## config.mk

```make
export PLATFORM = sky130hd
export DESIGN_NAME = hub75_row_scanner
export DESIGN_NICKNAME = d
export VERILOG_FILES = /design/src/rtl/hub75_row_scanner.sv
export SDC_FILE = /design/constraint.sdc
export NUM_CORES = 1
export LEC_CHECK = 0
export BUFFER_PORTS_ARGS = -buffer_cell sky130_fd_sc_hd__buf_2
export CORE_ASPECT_RATIO = 1.1
export CORE_UTILIZATION = 45
export CTS_CLUSTER_SIZE = 14
export DETAILED_ROUTE_END_ITERATION = 8
export HOLD_SLACK_MARGIN = 0.12
export PLACE_DENSITY = 0.68
export SLEW_MARGIN = 40
export SYNTH_ARGS = -nofsm -noshare
export SYNTH_HDL_FRONTEND = slang
export SYNTH_SLANG_ARGS = --single-unit
```

## constraint.sdc

```tcl
create_clock -name clk -period 1.8 [get_ports clk]
set_clock_uncertainty 0.05 [all_clocks]
set_input_delay 0.36 -clock clk [delete_from_list [all_inputs] [get_ports clk]]
set_output_delay 0.36 -clock clk [all_outputs]
set_load 0.005 [all_outputs]
```

## src/rtl/hub75_row_scanner.sv

```systemverilog
// HUB75 panel scanner: reads one row pair per row period from a synchronous framebuffer,
// shifts it into the panel, latches it and lights it for a fixed on-time.
module hub75_row_scanner #(
  parameter int COLS         = 32,
  parameter int ROW_BITS     = 3,
  parameter int ON_CYCLES    = 64,
  parameter int BLANK_CYCLES = 2,
  localparam int COL_BITS    = $clog2(COLS)
) (
  input  logic                         clk,
  input  logic                         reset,
  input  logic                         enable,
  output logic                         fb_rd_en,
  output logic [ROW_BITS+COL_BITS-1:0] fb_addr,
  input  logic [5:0]                   fb_data,
  output logic                         r1,
  output logic                         g1,
  output logic                         b1,
  output logic                         r2,
  output logic                         g2,
  output logic                         b2,
  output logic [ROW_BITS-1:0]          abc,
  output logic                         oclk,
  output logic                         lat,
  output logic                         oe,
  output logic                         frame_start
);

  localparam int CNT_MAX = (ON_CYCLES > BLANK_CYCLES) ? ON_CYCLES : BLANK_CYCLES;
  localparam int CNT_W   = $clog2(CNT_MAX + 1);
  localparam logic [COL_BITS:0] COL_LAST   = (COL_BITS+1)'(COLS);
  localparam logic [CNT_W-1:0]  BLANK_LAST = CNT_W'(BLANK_CYCLES - 1);
  localparam logic [CNT_W-1:0]  ON_LAST    = CNT_W'(ON_CYCLES - 1);

  typedef enum logic [2:0] {
    S_IDLE,
    S_SHIFT,
    S_BLANK,
    S_LATCH,
    S_DISPLAY
  } state_e;

  state_e                        state_q, state_d;
  logic [ROW_BITS-1:0]           row_q, row_d;
  logic [COL_BITS:0]             col_q, col_d;
  logic                          ph_q, ph_d;
  logic [CNT_W-1:0]              cnt_q, cnt_d;

  logic                          fb_rd_en_q, fb_rd_en_d;
  logic [ROW_BITS+COL_BITS-1:0]  fb_addr_q, fb_addr_d;
  logic                          rd_pend_q, rd_pend_d;
  logic [5:0]                    pix_q, pix_d;
  logic [ROW_BITS-1:0]           abc_q, abc_d;
  logic                          oclk_q, oclk_d;
  logic                          lat_q, lat_d;
  logic                          oe_q, oe_d;
  logic                          frame_start_q, frame_start_d;

  // NOTE: sequential state uses non-blocking assignments so every flop samples pre-edge values.
  always_ff @(posedge clk or negedge reset) begin
    if (!reset) begin
      state_q       <= S_IDLE;
      row_q         <= '0;
      col_q         <= '0;
      ph_q          <= 1'b0;
      cnt_q         <= '0;
      fb_rd_en_q    <= 1'b0;
      fb_addr_q     <= '0;
      rd_pend_q     <= 1'b0;
      pix_q         <= '0;
      abc_q         <= '0;
      oclk_q        <= 1'b0;
      lat_q         <= 1'b0;
      oe_q          <= 1'b1;
      frame_start_q <= 1'b0;
    end else begin
      state_q       <= state_d;
      row_q         <= row_d;
      col_q         <= col_d;
      ph_q          <= ph_d;
      cnt_q         <= cnt_d;
      fb_rd_en_q    <= fb_rd_en_d;
      fb_addr_q     <= fb_addr_d;
      rd_pend_q     <= rd_pend_d;
      pix_q         <= pix_d;
      abc_q         <= abc_d;
      oclk_q        <= oclk_d;
      lat_q         <= lat_d;
      oe_q          <= oe_d;
      frame_start_q <= frame_start_d;
    end
  end

  // NOTE: every combinational output gets a default first so no path infers a latch.
  always_comb begin
    state_d = state_q;
    row_d   = row_q;
    col_d   = col_q;
    ph_d    = ph_q;
    cnt_d   = cnt_q;
    unique case (state_q)
      S_IDLE: begin
        if (enable) begin
          state_d = S_SHIFT;
          col_d   = '0;
          ph_d    = 1'b0;
        end
      end
      S_SHIFT: begin
        ph_d = ~ph_q;
        if (ph_q) begin
          if (col_q == COL_LAST) begin
            state_d = S_BLANK;
            col_d   = '0;
            cnt_d   = '0;
          end else begin
            col_d = col_q + 1'b1;
          end
        end
      end
      S_BLANK: begin
        if (cnt_q == BLANK_LAST) begin
          state_d = S_LATCH;
          cnt_d   = '0;
        end else begin
          cnt_d = cnt_q + 1'b1;
        end
      end
      S_LATCH: begin
        state_d = S_DISPLAY;
        cnt_d   = '0;
      end
      S_DISPLAY: begin
        if (cnt_q == ON_LAST) begin
          // enable is only honoured at row boundaries so a row is never cut short
          row_d   = row_q + 1'b1;
          cnt_d   = '0;
          state_d = enable ? S_SHIFT : S_IDLE;
        end else begin
          cnt_d = cnt_q + 1'b1;
        end
      end
      default: state_d = S_IDLE;
    endcase
  end

  // Panel outputs are decoded from the current state and registered, so they trail it by one cycle.
  always_comb begin
    fb_rd_en_d    = 1'b0;
    fb_addr_d     = fb_addr_q;
    oclk_d        = 1'b0;
    lat_d         = 1'b0;
    oe_d          = 1'b1;
    abc_d         = abc_q;
    rd_pend_d     = fb_rd_en_q;
    pix_d         = rd_pend_q ? fb_data : pix_q;
    case (state_q)
      S_SHIFT: begin
        if (!ph_q && col_q != COL_LAST) begin
          fb_rd_en_d = 1'b1;
          fb_addr_d  = {row_q, col_q[COL_BITS-1:0]};
        end
        if (ph_q && col_q != '0) oclk_d = 1'b1;
      end
      S_BLANK:   abc_d = row_q;
      S_LATCH:   lat_d = 1'b1;
      S_DISPLAY: oe_d  = 1'b0;
      default:   ;
    endcase
    frame_start_d = (state_d == S_SHIFT) && (state_q != S_SHIFT) && (row_d == '0);
  end

  assign fb_rd_en                 = fb_rd_en_q;
  assign fb_addr                  = fb_addr_q;
  assign {r1, g1, b1, r2, g2, b2} = pix_q;
  assign abc                      = abc_q;
  assign oclk                     = oclk_q;
  assign lat                      = lat_q;
  assign oe                       = oe_q;
  assign frame_start              = frame_start_q;

endmodule

```

# --- Yosys cells after proc, flatten, opt, wreduce, memory -nomap -nowiden ---
# Cells that the tools add are included.
op_classes:
  add_sub_neg: 3
  multipliers: 0
  n_div: 0
  order_cmp: 0
  n_eq_ne: 13
  n_shift: 0
  muxes: 26
  n_bitwise: 1
  reduce_logical: 14
op_table:
  columns: ["op", "count"]
  rows:
  - ["$mux W7", 4]
  - ["$pmux W7 S4", 1]
  - ["$mux W3", 7]
  - ["$mux W6", 3]
  - ["$pmux W3 S5", 1]
  - ["$pmux W6 S2", 1]
  - ["$mux W1", 8]
  - ["$add A7 B1 Y7 const B", 1]
  - ["$eq A7 B1 Y1 const B", 1]
  - ["$eq A7 B6 Y1 const B", 1]
  - ["$add A6 B1 Y6 const B", 1]
  - ["$eq A3 B1 Y1 const B", 2]
  - ["$eq A3 B2 Y1 const B", 2]
  - ["$eq A6 B6 Y1 const B", 1]
  - ["$logic_not A3 Y1", 2]
  - ["$ne A2 B2 Y1 const B", 3]
  - ["$ne A6 B6 Y1 const B", 1]
  - ["$reduce_and A3 Y1", 2]
  - ["$reduce_bool A6 Y1", 1]
  - ["$logic_and A1 B1 Y1", 4]
  - ["$reduce_and A2 Y1", 2]
  - ["$reduce_bool A4 Y1", 1]
  - ["$add A3 B1 Y3 const B", 1]
  - ["$eq A3 B3 Y1 const B", 1]
  - ["5 further kinds", 5]
totals:
  reg_bits: 43
  latchBits: 0
  mem_bits_rw: 0
  romBits: 0
  input_bits: 9
  out_inout_bits: 22
  word_cells: 71
  mem_count: 0

# --- Depth between registers and ports, before layout ---
logic_depth:
  word_depth: 7
  mapped_depth: 6
  mapped_depth_nobuf: 6

# --- Least setup slack after synthesis ---
# No wires, ideal clock.
synth_timing:
  path_kind: "reg-to-reg"
  start: "register state_q[2]"
  end: "register fb_addr_q[0] (netlist: fb_addr[0])"
  setup_ns: 0.125
  arrival_time_ns: 1.670
  required_time_ns: 1.625
  slack_ns: -0.045
  path_stages_with_launch: 5
  n_path_buf: 1
  synth_period_minus_slack_ns: 1.845
  cell_sequence: "dfrtp_1 -> or3b_1 -> clkbuf_2 -> a211oi_4 -> mux2_2"
synth_via:
  elab_chain_cells: 2
synth_lines:
  columns: ["item", "line_no", "rtl"]
  rows:
  - ["from (decl)", "43", "state_e state_q, state_d;"]
  - ["from (signal assigned)", "77", "state_q <= state_d;"]
  - ["$eq A3 B1 Y1", "157", "case (state_q)"]
  - ["$reduce_and A2 Y1 (no source line)", null, null]
  - ["to (signal assigned)", "83", "fb_addr_q <= fb_addr_d;"]
  - ["to (decl)", "50", "logic [ROW_BITS+COL_BITS-1:0] fb_addr_q, fb_addr_d;"]
# No other way between the ends.
# A chain may end at the register's enable or synchronous reset.

# --- Worst setup path in the final report ---
layout_timing:
  start: "register state_q[2]"
  end: "register col_q[5]"
layout_via:
  elab_chain_cells: 3
  word_cells_on_any_way: 7
  classes_between: "eq/ne (3); mux (1); reduce/logical (3)"
layout_lines:
  columns: ["item", "line_no", "rtl"]
  rows:
  - ["$eq A3 B1 Y1 / $logic_not A3 Y1 (equally long branches)", "101", "unique case (state_q)"]
  - ["$ne A2 B2 Y1 (no source line) / $reduce_bool A2 Y1 (equally long branches)", null, null]
  - ["$reduce_and A3 Y1 (no source line)", null, null]
  - ["to (signal assigned)", "79", "col_q <= col_d;"]
  - ["to (decl)", "45", "logic [COL_BITS:0] col_q, col_d;"]
# Parallel ways exist; a longest one is shown, timed or not.

==> flow_summary.ini <==
[floorplan]
start_util_pct = 46.9
die_y_um = 72.4
core_area_um2 = 4320
dieArea_um2 = 4770
ios = 31
die_w_um = 66.0
rows = 25

[worst_setup_path]
max_stage_delay_ns = 0.68
critical-path-slowest-cell = or4_2
crit_fanout = 5
timing.critical_path.cells = or3b_4, or4_2, o21ai_2
crit_buf_inv = 0
r2r_start = state_q[2]
required_ns = 1.98
end_kind = register
cpLargestDelayFamily = simple AND/OR/NAND/NOR gates
rrSetupSlack_ns = 0.07
reg2regPathDepth = 3
rr_endpoint = col_q[5]
startpoint_type = register
worstPathArrival_ns = 1.91
path_class = register to register
cp.depth = 3

[layout]
antenna_cells = 0
final_cell_mix = dfrtp_1 (40), buf_2 (30), buf_4 (27)
ff_latch_area_um2 = 1080
utilization_pct = 60.1
final_common_cell = dfrtp_1
multi_input_area_um2 = 895
drive_gt1_share_pct = 43.7
stdcell_count = 292
design_area_um2 = 2590
area_growth_pct = 28.0
fillers = 363
finalNetCount = 251

[synth]
synth.ff_latch_count = 43
synth_top_flop_cell = dfrtp_1
syn-num-nets = 190
yosys-top-cells-area = dfrtp_1 (52%), mux2_2 (10%), o21ai_0 (3.5%)
yosysUniqueCellTypes = 45
syn_area_per_cell_um2 = 11.5
syn-cell-area_um2 = 2030
ys_warn_count = 0
yosys.area.top_type = dfrtp_1
synthArstFlopShare_pct = 100
synth_edf_count = 0
synth_top_area_share_pct = 51.9
netlist_instances = 176
ys_seq_area_share_pct = 53.2

[placement]
dpl_cell_area_um2 = 2420
dp.cells = 282
gp_congestion = 0.818
io_buffers = 30
dp_hpwl_um = 2910

[global_routing]
grt_max_degree = 44
grt_pass1_vias = 1541
track_usage_pct = 19.3
antenna_found_initial = 0
grt_overflow = 0
grt_pass1_wl_um = 6890

[cts]
cts_buffer_depth = 2
cts-root-buf = clkbuf_8
cts_tree = done
cts.clk_slew.worst_paths_ns = 0.08
htreeDepth = 2
cts.sinks = 43
numCtsBuffers = 5
clk-insertion-delay-late_ns = 0.30

[sta]
fin_crit_ns = 1.73
rsz0062_at_grt = true
hold_viol = 0
setup_viol = 0
worst_pin_slew_ns = 0.535
post-route-period-util_pct = 96.1
drv_slew = 0
setup-tns-final_ns = 0
fmax_mhz = 578
relSlewSlack_pct = 64.3

[detailed_routing]
via_count = 1537
wl_per_cell_um = 13.7
drt-initial-drc-count = 84
drtAntennaViolNets = 0
drtPass1Iterations = 4
wirelength_um = 4010
via_per_inst = 5.26
drc = 0

[hold_path]
hp-class = input pin to register
min_to = pix_q[4]
hold_path_depth = 2
hp-start = fb_data[4]

[status]
outcome = completed

[power]
power_density_nw_per_um2 = 1320
p_total_uw = 3410
ir_drop_v = 0.000493
leakage_uw = 0.00126

[run]
maxCapViolCount = 0
-- report_power, final --
part,switching [uW],leakage (uW),internal (uW)
clock network,336,0.0000618,456
logic,536,0.000645,667
registers,192,0.000548,1230
-- cell type report --
cell class	count	area share, %
Timing Repair Buffer	60	14.9
Sequential cell	43	41.6
Multi-Input combinational cell	115	34.5
Clock buffer	6	3.18
Inverter	12	1.74
Tap cell	54	2.60
Clock inverter	2	1.50
-- worst max path at each step --
stage	to	from	slack (ns)
2_1_floorplan	fb_addr[0]	state_q[2]	0.007
3_3_place_gp	cnt_q[5]	cnt_q[6]	0.05
3_5_place_dp	col_q[5]	state_q[2]	0.06
4_1_cts	cnt_q[2]	cnt_q[6]	0.03
5_1_grt	col_q[2]	state_q[0]	-0.008
6_report	col_q[5]	state_q[2]	0.07
-- layer usage --
layer	global-route usage (%)	part of all wire, %	vias to the layer above
li1	-	-	763
met1	23.9	44	732
met2	31.7	50	34
met3	4.87	3.7	8
met4	8.27	2.0	0
met5	0	0	-
-- through the flow --
step           setup slack, ns  hold WS [ns]
2_1_floorplan          0.00732        0.0144
3_3_place_gp            0.0529         0.320
3_5_place_dp            0.0569         0.344
4_1_cts                 0.0346         0.233
5_1_grt               -0.00803         0.237
6_report                0.0698         0.243
-- sequential cells by signal, summed over array words and instances, names as in the netlist --
name	flops
fb_rd_en	1
oe	1
oclk	1
rd_pend_q	1
frame_start	1
pix_q	6
ph_q	1
fb_addr	8
row_q	3
state_q	3
cnt_q	7
abc	3
lat	1
col_q	6
-- Yosys cell counts (all sizes together) (2+ instances only) --
cell type	count
mux2	18
nor3b	2
a41oi	2
o21ai	15
nand2b	4
or4	2
a211oi	3
o211ai	2
nand2	11
clkbuf	5
and4	2
inv	12
or2	4
nor4	2
nor2	5
ha	5
or3b	2
nor3	2
nand3	6
o22ai	2
and3b	2
dfrtp	42
xor2	2
o221ai	4
a21oi	6
-- kinds of logic (layout without fill, tap and decap cells) --
logic type               Yosys count  count (layout)  share of synthesized area (%)
multiplexers                      19              19                           10.5
XOR/XNOR                           2               2                          0.865
AND/OR/NAND/NOR                   50              50                           15.1
buffers and inverters             18              80                           3.64
flip-flops                        43              43                           53.2
AO/OA/AOI/OAI                     39              39                           13.7
adder cells (fa/ha/maj)            5               5                           3.09
-- worst register-to-register path: cells and delay by family (launching register included) --
kind	cells	cell delay, ns
flip-flops	1	0.43
AO/OA/AOI/OAI	1	0.07
AND/OR/NAND/NOR	2	1.12
-- what timing repair did --
| item | 4_1_cts | 5_1_grt |
|---|---|---|
| buffers inserted | 0 | 1 |
| hold buffers | 1 | 0 |
| endpoints found under the setup margin | 0 | 19 |
| resized for setup | 0 | 13 |
| hold endpoints to repair | 42 | 0 |
Note: power is estimated with default switching activity, not from simulation.
